## src/rtl/divmod_unit.sv

```systemverilog
// -----------------------------------------------------------------------------
// divmod_unit
//
// Sequential restoring divider returning quotient and remainder together.
// It handles unsigned and two's-complement signed operands. It performs one
// restoring iteration per clock, so a normal divide takes WIDTH+1 cycles and
// a divide by zero takes one cycle.
//
// Ports:
//   clock        in   single clock, all state changes on posedge
//   reset        in   synchronous active-high reset
//   start        in   request; only sampled while busy=0
//   signed_mode  in   1 = two's-complement operands, 0 = unsigned
//   dividend     in   [WIDTH-1:0] sampled with start
//   divisor      in   [WIDTH-1:0] sampled with start
//   busy         out  high while an operation is in flight
//   done         out  one-cycle pulse, results valid in that cycle
//   quotient     out  [WIDTH-1:0] held until the next completed operation
//   remainder    out  [WIDTH-1:0] held until the next completed operation
//   div_zero     out  set with done when divisor was zero, held with results
// -----------------------------------------------------------------------------
module divmod_unit #(
    parameter int unsigned WIDTH = 32
) (
    input  logic             clock,
    input  logic             reset,
    input  logic             start,
    input  logic             signed_mode,
    input  logic [WIDTH-1:0] dividend,
    input  logic [WIDTH-1:0] divisor,
    output logic             busy,
    output logic             done,
    output logic [WIDTH-1:0] quotient,
    output logic [WIDTH-1:0] remainder,
    output logic             div_zero
);

    localparam int unsigned CW = $clog2(WIDTH + 1);

    typedef enum logic [1:0] {
        IDLE,
        CALC,
        FIX
    } state_t;

    state_t           state_q;
    logic [WIDTH-1:0] a_q;        // partial remainder
    logic [WIDTH-1:0] q_q;        // dividend magnitude shifting out, quotient shifting in
    logic [WIDTH-1:0] m_q;        // divisor magnitude
    logic [WIDTH-1:0] dvd_q;      // original dividend, returned on divide by zero
    logic             quo_neg_q;
    logic             rem_neg_q;
    logic             zero_q;
    logic [CW-1:0]    cnt_q;

    logic [WIDTH-1:0] dvd_mag;
    logic [WIDTH-1:0] dvs_mag;
    logic [WIDTH:0]   a_sh;
    logic [WIDTH:0]   t;
    logic [WIDTH-1:0] a_d;
    logic [WIDTH-1:0] q_d;
    logic [WIDTH-1:0] quot_d;
    logic [WIDTH-1:0] rem_d;

    always_comb begin
        // Negating MIN yields MIN, which read as unsigned is exactly 2^(WIDTH-1).
        dvd_mag = (signed_mode && dividend[WIDTH-1]) ? -dividend : dividend;
        dvs_mag = (signed_mode && divisor[WIDTH-1])  ? -divisor  : divisor;

        // The shifted partial remainder needs WIDTH+1 bits: it can reach 2*M-1.
        // Since a_sh < 2*M, T stays within [-2^WIDTH, 2^WIDTH) and its top bit
        // is a reliable sign.
        a_sh = {a_q, q_q[WIDTH-1]};
        t    = a_sh - {1'b0, m_q};
        a_d  = t[WIDTH] ? a_sh[WIDTH-1:0] : t[WIDTH-1:0];
        q_d  = {q_q[WIDTH-2:0], ~t[WIDTH]};

        quot_d = quo_neg_q ? -q_q : q_q;
        rem_d  = rem_neg_q ? -a_q : a_q;
    end

    always_ff @(posedge clock) begin
        if (reset) begin
            state_q   <= IDLE;
            busy      <= 1'b0;
            done      <= 1'b0;
            quotient  <= '0;
            remainder <= '0;
            div_zero  <= 1'b0;
            a_q       <= '0;
            q_q       <= '0;
            m_q       <= '0;
            dvd_q     <= '0;
            quo_neg_q <= 1'b0;
            rem_neg_q <= 1'b0;
            zero_q    <= 1'b0;
            cnt_q     <= '0;
        end else begin
            done <= 1'b0;
            case (state_q)
                IDLE: begin
                    if (start) begin
                        quo_neg_q <= signed_mode & (dividend[WIDTH-1] ^ divisor[WIDTH-1]);
                        rem_neg_q <= signed_mode & dividend[WIDTH-1];
                        dvd_q     <= dividend;
                        m_q       <= dvs_mag;
                        a_q       <= '0;
                        q_q       <= dvd_mag;
                        cnt_q     <= CW'(WIDTH);
                        zero_q    <= (divisor == '0);
                        busy      <= 1'b1;
                        state_q   <= (divisor == '0) ? FIX : CALC;
                    end
                end
                CALC: begin
                    a_q   <= a_d;
                    q_q   <= q_d;
                    cnt_q <= cnt_q - CW'(1);
                    if (cnt_q == CW'(1)) begin
                        state_q <= FIX;
                    end
                end
                FIX: begin
                    if (zero_q) begin
                        quotient  <= '1;
                        remainder <= dvd_q;
                        div_zero  <= 1'b1;
                    end else begin
                        quotient  <= quot_d;
                        remainder <= rem_d;
                        div_zero  <= 1'b0;
                    end
                    busy    <= 1'b0;
                    done    <= 1'b1;
                    state_q <= IDLE;
                end
                default: begin
                    state_q <= IDLE;
                    busy    <= 1'b0;
                end
            endcase
        end
    end

endmodule

```

## config.mk

```make
export PLATFORM = sky130hd
export DESIGN_NAME = divmod_unit
export DESIGN_NICKNAME = d
export VERILOG_FILES = /design/src/rtl/divmod_unit.sv
export SDC_FILE = /design/constraint.sdc
export NUM_CORES = 1
export LEC_CHECK = 0
export ABC_AREA = 1
export CORE_ASPECT_RATIO = 0.6
export CORE_MARGIN = 10
export CORE_UTILIZATION = 40
export DETAILED_ROUTE_END_ITERATION = 7
export GPL_TIMING_DRIVEN = 1
export SLEW_MARGIN = 10
export SYNTH_ARGS = -nofsm -noshare
export SYNTH_HDL_FRONTEND = slang
export SYNTH_SLANG_ARGS = --single-unit
```

## constraint.sdc

```tcl
create_clock -name clock -period 3.4 [get_ports clock]
set_clock_uncertainty 0.2 [all_clocks]
set_input_delay 1.02 -clock clock [delete_from_list [all_inputs] [get_ports clock]]
set_output_delay 1.02 -clock clock [all_outputs]
set_load 0.02 [all_outputs]
```

==> metrics <==
outcome=completed; Synth Net Count=2457; f_max=0.316 GHz; Remaining DRCs=0; MaxCap Viol Count=0; Routability Congestion=0.936; layout cells sized above 1=0.0843; Tmin final=3160 ps; number of routed nets with antenna violations=0; LEAKAGE=8.12 nW; type of origin of the critical path=register; number of DRC markers in iteration 0=1474; hold buffers post-CTS=0; HP Class=register to register; Synth Register Bits=206; met2 WL=20100 um; IO Count=135; setup ws final=238 ps; critical path type=register to register; Core Region=35400 um^2; CTS sink count=206; dominant cell type by area after synthesis=dfxtp_1; Arr. time, crit path=3380 ps; sequential share of the synthesized area=0.284; Max-Slew Margin vs Limit=0.367; drt wl/cell=18.5 um; die span in x=266 um; CP top delay family=simple AND/OR/NAND/NOR gates; CP Data Required Time=3620 ps; postcts setup bufs=0; final setup vio count=0; Area Growth Syn to Fin=19.5%; Final Hold Vio Count=0; Slew Viols, Final=0; post-synthesis cell type count=53; number of H-tree levels=1; Final period util=0.930; die height=168 um; Synth top area share=0.284; Starting Density=0.411; total number of vias=15.8k; Multi-input gate area=8640 um^2; first-pass GRT wire length=84000 um; Worst VDD drop=0.319 mV; Cell Area, Synth=14500 um^2; initial antenna violation count=4; Worst Tran Pin Value=941 ps; clk slew on worst S/H paths=60 ps; final WL=54800 um; CTS Buffer Depth=3; DRT Pass-1 Iters=6; metal3 WL=5760 um; fillcell total=3770; # nets final=2583; TritonCTS clock tree=done; M1 WL=28400 um; grt ovf=0; Pwr Density=610 nW/um^2; post-DR vias/cell=5.32; yosys warns=0; Worst-Skew Late Latency=560 ps; register area=4130 um^2; unrepaired setup endpoints after global routing=no; Cell Rows=53; vias in the first global route=14.3k; CP bufs+invs=3; area of the die=44600 um^2; Critical Path Sink Type=register; cts bufs inserted=23; crit-path max FO=26; largest net degree at the start of global routing=124; Synth area leaders=dfxtp_1 (28%), nand2_1 (15%), inv_1 (9.0%); largest stage delay on the critical path=430 ps; GRT Total Usage=0.237; worst path cell trace=inv_1, ha_1, fa_1, inv_1, nand2_1, nand2_1, nand3_1, nand2_2, nand2_2, nand2_4, nand2_4, nand3_4, buf_4, nand3_1, nand3_2, a21oi_2; DP Wirelength=43700 um; Port Buf Inserts=134; mean area per synthesized cell=6.19 um^2; Post-Place Worst Slack=55.4 ps; clk root buf=clkbuf_16; Highest Signal Layer=met4; slowest cell on the critical path=fa_1; setup tns final=0 ps; Post-Syn Instances=2350
cell usage in the layout (no fill, tap or decap), drive strengths merged, types with 8 or more instances in the layout:
cell type / count
a31oi: 26
clkinv: 9
inv: 363
or2: 8
nand4: 31
clkdlybuf4s50: 133
nand2: 633
dfxtp: 206
o221ai: 24
buf: 62
o21ai: 173
xor2: 44
ha: 38
nor3: 37
nor2: 211
a21oi: 196
o211ai: 15
clkbuf: 31
nand3: 197
xnor2: 17
cells by family after synthesis:
group | after synthesis | synth area share
DFF | 206 | 0.284
and+or+nand+nor | 1136 | 0.347
xor gates and xnor gates | 61 | 0.0368
buffers and inverters | 457 | 0.123
AOI/OAI and AO/OA | 451 | 0.175
adders and majority gates | 39 | 0.0341
flip-flops by register name (all words and copies together), names as in the netlist:
signal,flops
zero_q,1
cnt_q,6
m_q,32
quo_neg_q,1
div_zero,1
rem_neg_q,1
quotient,32
state_q,2
remainder,32
q_q,32
done,1
busy,1
dvd_q,32
a_q,32
worst register-to-register path, cell delays in order (launching register included):
cell,delay [ps]
dfxtp_2,410
inv_1,130
ha_1,250
fa_1,430
inv_1,160
nand2_1,70
nand2_1,80
nand3_1,140
nand2_2,150
nand2_2,70
nand2_4,90
nand2_4,80
nand3_4,100
buf_4,330
nand3_1,190
nand3_2,110
a21oi_2,50
what timing repair did:
| item | 4_1_cts | 5_1_grt |
|---|---|---|
| setup endpoints to repair | 0 | 17 |
| resized for setup | 0 | 2 |
| endpoints found under the hold margin | 0 | 0 |
Yosys cell counts (all sizes together):
cell type  instances
nand3b             6
o22ai              1
xnor2             17
clkinv             1
nor2             211
o221ai            24
o211ai            15
xor2              44
nand2            633
clkbuf            61
o21a               1
a221oi             2
or2                8
ha                38
o311a              1
o21ai            173
dfxtp            206
and2               3
buf               33
nor3              37
o21bai             5
inv              362
and3               3
fa                 1
a211oi             1
nor3b              2
nor4               5
a21oi            196
nand3            197
a31oi             26
a21o               1
o31ai              4
nand4             31
a22o               1
layer usage:
| metal | up-vias | GRT usage |
|---|---|---|
| li1 | 7842 | - |
| met1 | 7306 | 0.380 |
| met2 | 568 | 0.305 |
| met3 | 41 | 0.0636 |
| met4 | 0 | 0.0309 |
| met5 | - | 0 |
per-stage QoR:
| step | utilization | cells | area (um^2) | power, mW | hold slack [ps] |
|---|---|---|---|---|---|
| floorplan | - | 2350 | 14500 | 6.34 | 225 |
| global placement | 0.469 | 2918 | 16600 | 7.94 | 239 |
| detailed placement | 0.469 | 2918 | 16600 | 7.98 | 244 |
| CTS | 0.490 | 2959 | 17400 | 10.5 | 253 |
| global route | 0.490 | 2960 | 17400 | 11.3 | 277 |
| finish | 0.490 | 2961 | 17400 | 10.6 | 250 |
power breakdown:
group          internal (mW)  switching, mW  leakage, nW
sequential              2.63          0.212         1.69
combinational           1.72           3.52         6.07
clock                   1.42           1.10        0.373
final cells by class:
class | count | area share
flip-flops and latches | 206 | 0.238
repair buffers | 195 | 0.110
diodes | 2 | 0.000288
inverters | 363 | 0.0784
well taps | 467 | 0.0336
multi-input cells | 1687 | 0.497
clock inverters | 10 | 0.00562
clock buffers | 31 | 0.0372
worst paths after layout:
path / end / start / slack, ps / cells after the start
worst max register to register: a_q[0] / q_q[31] / 240 / 16
worst min-delay path: dvd_q[30] / dvd_q[30] / 250 / 2
worst max-delay path: a_q[0] / q_q[31] / 240 / 16
worst min register to register: dvd_q[30] / dvd_q[30] / 250 / 2
(Power assumes the default switching activity.)
